File: src/rtl/axil_manager.sv
// Single-outstanding AXI4-Lite manager: turns a valid/ready command stream into
// one AW/W/B or AR/R transaction at a time and returns the result on a response stream.
module axil_manager #(
    parameter int DATA_WIDTH      = 32,
    parameter int ADDRESS_WIDTH   = 4,
    parameter int ERR_COUNT_WIDTH = 16
) (
    input  logic                       axi_aclk_in,
    input  logic                       axi_areset_in,

    input  logic                       cmd_valid_in,
    output logic                       cmd_ready_out,
    input  logic                       cmd_write_in,
    input  logic [ADDRESS_WIDTH-1:0]   cmd_addr_in,
    input  logic [DATA_WIDTH-1:0]      cmd_wdata_in,
    input  logic [DATA_WIDTH/8-1:0]    cmd_wstrb_in,

    output logic                       rsp_valid_out,
    input  logic                       rsp_ready_in,
    output logic                       rsp_write_out,
    output logic [DATA_WIDTH-1:0]      rsp_rdata_out,
    output logic [1:0]                 rsp_resp_out,
    output logic [ERR_COUNT_WIDTH-1:0] err_count_out,

    output logic [ADDRESS_WIDTH-1:0]   axi_awaddr_out,
    output logic [2:0]                 axi_awprot_out,
    output logic                       axi_awvalid_out,
    input  logic                       axi_awready_in,

    output logic [DATA_WIDTH-1:0]      axi_wdata_out,
    output logic [DATA_WIDTH/8-1:0]    axi_wstrb_out,
    output logic                       axi_wvalid_out,
    input  logic                       axi_wready_in,

    input  logic [1:0]                 axi_bresp_in,
    input  logic                       axi_bvalid_in,
    output logic                       axi_bready_out,

    output logic [ADDRESS_WIDTH-1:0]   axi_araddr_out,
    output logic [2:0]                 axi_arprot_out,
    output logic                       axi_arvalid_out,
    input  logic                       axi_arready_in,

    input  logic [DATA_WIDTH-1:0]      axi_rdata_in,
    input  logic [1:0]                 axi_rresp_in,
    input  logic                       axi_rvalid_in,
    output logic                       axi_rready_out
);
    localparam int STRB_WIDTH = DATA_WIDTH / 8;

    typedef enum logic [2:0] {
        IDLE    = 3'd0,
        WR_REQ  = 3'd1,
        WR_RESP = 3'd2,
        RD_REQ  = 3'd3,
        RD_RESP = 3'd4,
        RSP     = 3'd5
    } state_t;

    state_t state, state_next;

    logic                       aw_done, w_done;
    logic [ADDRESS_WIDTH-1:0]   awaddr, araddr;
    logic [DATA_WIDTH-1:0]      wdata;
    logic [STRB_WIDTH-1:0]      wstrb;
    logic                       rsp_write;
    logic [DATA_WIDTH-1:0]      rsp_rdata;
    logic [1:0]                 rsp_resp;
    logic [ERR_COUNT_WIDTH-1:0] err_count;

    logic cmd_hs, aw_hs, w_hs, b_hs, ar_hs, r_hs, rsp_hs;
    logic capture;
    logic [1:0] captured_resp;

    assign cmd_ready_out = (state == IDLE) && !axi_areset_in;

    assign cmd_hs = cmd_valid_in && cmd_ready_out;
    assign aw_hs  = axi_awvalid_out && axi_awready_in;
    assign w_hs   = axi_wvalid_out && axi_wready_in;
    assign b_hs   = axi_bready_out && axi_bvalid_in;
    assign ar_hs  = axi_arvalid_out && axi_arready_in;
    assign r_hs   = axi_rready_out && axi_rvalid_in;
    assign rsp_hs = rsp_valid_out && rsp_ready_in;

    assign capture       = b_hs || r_hs;
    assign captured_resp = b_hs ? axi_bresp_in : axi_rresp_in;

    // State register
    always_ff @(posedge axi_aclk_in) begin
        if (axi_areset_in) begin
            state <= IDLE;
        end else begin
            state <= state_next;
        end
    end

    // Next-state logic
    always_comb begin
        state_next = state;
        case (state)
            IDLE:    if (cmd_hs) state_next = cmd_write_in ? WR_REQ : RD_REQ;
            // AW and W may finish on different edges or the same one
            WR_REQ:  if ((aw_done || aw_hs) && (w_done || w_hs)) state_next = WR_RESP;
            WR_RESP: if (b_hs) state_next = RSP;
            RD_REQ:  if (ar_hs) state_next = RD_RESP;
            RD_RESP: if (r_hs) state_next = RSP;
            RSP:     if (rsp_hs) state_next = IDLE;
            default: state_next = IDLE;
        endcase
    end

    // Output logic: valids/readies decode from registered state and done flags only
    always_comb begin
        axi_awvalid_out = (state == WR_REQ) && !aw_done;
        axi_wvalid_out  = (state == WR_REQ) && !w_done;
        axi_bready_out  = (state == WR_RESP);
        axi_arvalid_out = (state == RD_REQ);
        axi_rready_out  = (state == RD_RESP);
        rsp_valid_out   = (state == RSP);
    end

    // Datapath: payload latches, per-channel done flags, response capture, error count
    always_ff @(posedge axi_aclk_in) begin
        if (axi_areset_in) begin
            aw_done   <= 1'b0;
            w_done    <= 1'b0;
            awaddr    <= '0;
            araddr    <= '0;
            wdata     <= '0;
            wstrb     <= '0;
            rsp_write <= 1'b0;
            rsp_rdata <= '0;
            rsp_resp  <= 2'b00;
            err_count <= '0;
        end else begin
            if (cmd_hs) begin
                aw_done <= 1'b0;
                w_done  <= 1'b0;
                if (cmd_write_in) begin
                    awaddr <= cmd_addr_in;
                    wdata  <= cmd_wdata_in;
                    wstrb  <= cmd_wstrb_in;
                end else begin
                    araddr <= cmd_addr_in;
                end
            end
            if (aw_hs) aw_done <= 1'b1;
            if (w_hs)  w_done  <= 1'b1;

            if (b_hs) begin
                rsp_write <= 1'b1;
                rsp_rdata <= '0;
                rsp_resp  <= axi_bresp_in;
            end else if (r_hs) begin
                rsp_write <= 1'b0;
                rsp_rdata <= axi_rdata_in;
                rsp_resp  <= axi_rresp_in;
            end

            if (capture && (captured_resp != 2'b00) &&
                (err_count != {ERR_COUNT_WIDTH{1'b1}})) begin
                err_count <= err_count + 1'b1;
            end
        end
    end

    assign axi_awaddr_out = awaddr;
    assign axi_awprot_out = 3'b000;
    assign axi_wdata_out  = wdata;
    assign axi_wstrb_out  = wstrb;
    assign axi_araddr_out = araddr;
    assign axi_arprot_out = 3'b000;

    assign rsp_write_out  = rsp_write;
    assign rsp_rdata_out  = rsp_rdata;
    assign rsp_resp_out   = rsp_resp;
    assign err_count_out  = err_count;

endmodule

File: config.mk
export PLATFORM = sky130hd
export DESIGN_NAME = axil_manager
export DESIGN_NICKNAME = d
export VERILOG_FILES = /design/src/rtl/axil_manager.sv
export SDC_FILE = /design/constraint.sdc
export NUM_CORES = 1
export LEC_CHECK = 0
export BUFFER_PORTS_ARGS = -buffer_cell sky130_fd_sc_hd__buf_2
export CORE_ASPECT_RATIO = 0.5
export CORE_MARGIN = 1.5
export CORE_UTILIZATION = 45
export DETAILED_ROUTE_END_ITERATION = 10
export PLACE_DENSITY_LB_ADDON = 0.1
export SYNTH_ARGS = -nofsm -noshare
export SYNTH_HDL_FRONTEND = slang
export SYNTH_SLANG_ARGS = --single-unit
File: constraint.sdc
create_clock -name axi_aclk_in -period 3.5 [get_ports axi_aclk_in]
set_input_delay 0.7 -clock axi_aclk_in [delete_from_list [all_inputs] [get_ports axi_aclk_in]]
set_output_delay 0.7 -clock axi_aclk_in [all_outputs]
set_load 0.01 [all_outputs]
==> run metrics <==
Setup-failing EPs final=0; worst rel slew slack=59.14%; CTS tree=built; gpl congestion=0.8493; first-pass GRT wire length=around 15 mm; R2R Path End=err_count_out[15]$_SDFFE_PP0P_; Distinct cells, synth=around 40; Max Fanout on Critical Path=15; DRT Pass-1 Iters=4; worst flop-to-flop path startpoint=state[0]$_SDFFE_PP0P_; DR top layer=met4; crit path launch=state[0]$_SDFFE_PP0P_; post-synthesis sequential area ratio=50.14%; Congestion Overflow GR=0; hold path depth=2; Final Skew=0.005143 ns; Hold Crit Class=reg2reg; Nets=756; status=finished clean; CTS clk-pin slew, worst paths=0.07 ns; most frequent cells in the layout=buf_2 (187), nand2_1 (157), dfxtp_1 (100), a21oi_1 (80), nor2_1 (29); gr usage total=20.19%; post-route setup slack=1.254 ns; hold_sp=axi_wdata_out[20]$_SDFFE_PP0P_; Detailed Place HPWL=6.936 mm; PD cells=460.6 mW/mm2; WL met2=about 4.7 mm; WP data required=3.73 ns; ratio of cells with drive above 1 in the final layout=about a third; Synth area leaders=dfxtp_1 (50%), nand2_1 (15%), a21oi_1 (10%), xnor2_1 (2.9%), nor2_1 (2.7%); Routed Wire Length=9.907 mm; max-cap violations=0; RSZ-0062 raised after global routing=false; Final min period=2.246 ns; Power Total=2.405 mW; clk root buf=clkbuf_16; largest net degree at the start of global routing=54; f_max=~0.45 GHz; vias in the first global route=3302; Post-DP Area=0.004943 mm2; Place WS=1.163 ns; H-tree levels=3; CP Capture Type=register; Die X=136.2 um; Routed wire per std cell=between 10 and 15 um; clock tree sinks=100; VDD IR max=about 300 uV; fin cells=791; leading area contributor after synthesis=dfxtp_1; Hold Fails Final Rpt=0; Hold-fix buffers, CTS=0; fin. max-slew vios=0; Syn Inst Count=501; #FFs+latches synth=100; DP Cell Count=775; Ys Warns=0; Critical Path AT=2.47 ns; Setup CP Type=reg2reg; static leakage=2.328 nW; Die Ht=between 60 and 70 um; Worst Max-Slew Pin Slew=0.6130 ns; Rows=24; area delta synth->final=30.77%; Setup crit start kind=register; Yosys top cell area share=50.14%; Post-synth EDFFs=0; Async S/R FF share, synth=0%; Clock Path Buffers=2; syn avg cell area=around 8.0 um2; Starting Density=a little under half; initial DRC count=264; CTS buffer count=9; Primary FF master, synth=dfxtp_1; IO buf count=187; commonest non-fill, non-tap cell in the layout=buf_2; DR vias=between 3000 and 4000; Post-Syn Area=0.003993 mm2; post-CTS setup buffers=0; post_cts resized=0; final instance area=0.005221 mm2; met3 WL=625 um; initial antenna violation count=0; core area=0.008648 mm2; I/O pin count=around 190; n_diodes=0; clk_lat worst skew=approximately 0.33 ns; period utilisation layout=between 60 and 70%; R2R setup slack=1.25 ns; WHS Endpoint=axi_wdata_out[20]$_SDFFE_PP0P_; Reg2Reg Depth=5; WL met1=around 4.5 mm; fillcell total=858; routed vias/inst=about 4.8; Die ar.=0.009481 mm2; setup TNS=0 ns; Remaining DRCs=0; post-route ant nets=0
==> state kept, by name (all words and copies together) (netlist names) <==
name / count
w_done: 1
axi_araddr_out: 4
axi_awaddr_out: 4
axi_wstrb_out: 4
err_count_out: 16
aw_done: 1
rsp_resp_out: 2
axi_wdata_out: 32
rsp_rdata_out: 32
state: 3
rsp_write_out: 1
==> Yosys cell counts, types with 3 or more instances <==
library cell,n
nand2_1,157
dfxtp_1,100
a21oi_1,80
nor2_1,29
clkbuf_1,25
xnor2_1,13
nor3_1,12
nand3_1,10
buf_2,9
nand4_1,7
buf_4,6
mux2i_1,6
inv_1,4
nor3b_1,4
and2_1,3
nand3b_1,3
nor2b_1,3
==> worst max-delay path by stage <==
stage	endpoint	slack, ns
global placement	rsp_rdata_out[21]$_SDFFE_PP0P_	1.19
global route	err_count_out[15]$_SDFFE_PP0P_	1.11
floorplan	axi_araddr_out[0]$_SDFFE_PP0P_	1.36
finish	err_count_out[15]$_SDFFE_PP0P_	1.25
detailed placement	err_count_out[8]$_SDFFE_PP0P_	1.16
CTS	cmd_ready_out	1.26
==> through the flow <==
step,hold slack [ns],utilization (%)
global route,0.4671,60.37
CTS,0.4532,60.37
finish,0.4505,60.37
global placement,0.4394,57.16
floorplan,0.4532,-
detailed placement,0.4436,57.16
==> report_power, final <==
group	leakage [nW]	internal, mW	switching (mW)
registers	0.808	1.18	0.0362
logic	1.39	0.120	0.157
clock network	0.129	0.485	0.430
==> layout make-up <==
type                    instances  area [um2]  area share [%]
clock buffers                   9       225.2           4.313
well taps                     117       146.4           2.804
repair buffers                193       980.9           18.79
flip-flops and latches        100        2002           38.34
clock inverters                 7       52.55           1.006
inverters                       4       15.01          0.2876
multi-input cells             361        1799           34.46
==> metal layers <==
| metal | vias up | track usage, % |
|---|---|---|
| met5 | - | 0 |
| met4 | 0 | 4.728 |
| met3 | 10 | 5.702 |
| met2 | 103 | 34.90 |
| met1 | 1708 | 24.92 |
| li1 | 1978 | - |
==> kinds of logic (layout without fill, tap and decap cells) <==
| logic type | Yosys count | in the layout | synth area share [%] |
|---|---|---|---|
| compound gates | 90 | 90 | 11.88 |
| fa+ha+maj | 1 | 1 | 0.3133 |
| other cells | 1 | 6 | 0.09392 |
| xor+xnor | 13 | 13 | 2.852 |
| buf+inv | 45 | 213 | 5.265 |
| flops | 100 | 100 | 50.14 |
| mux | 7 | 7 | 1.786 |
| simple gates | 244 | 244 | 27.67 |
==> critical path: stages, from the launching register on <==
cell and delay [ns]:
dfxtp_1 0.62, nand4bb_2 0.30, o22a_1 0.57, nor2_1 0.18, nand4_1 0.14, mux2_2 0.33
No activity file was read; power rests on OpenSTA's default activity.
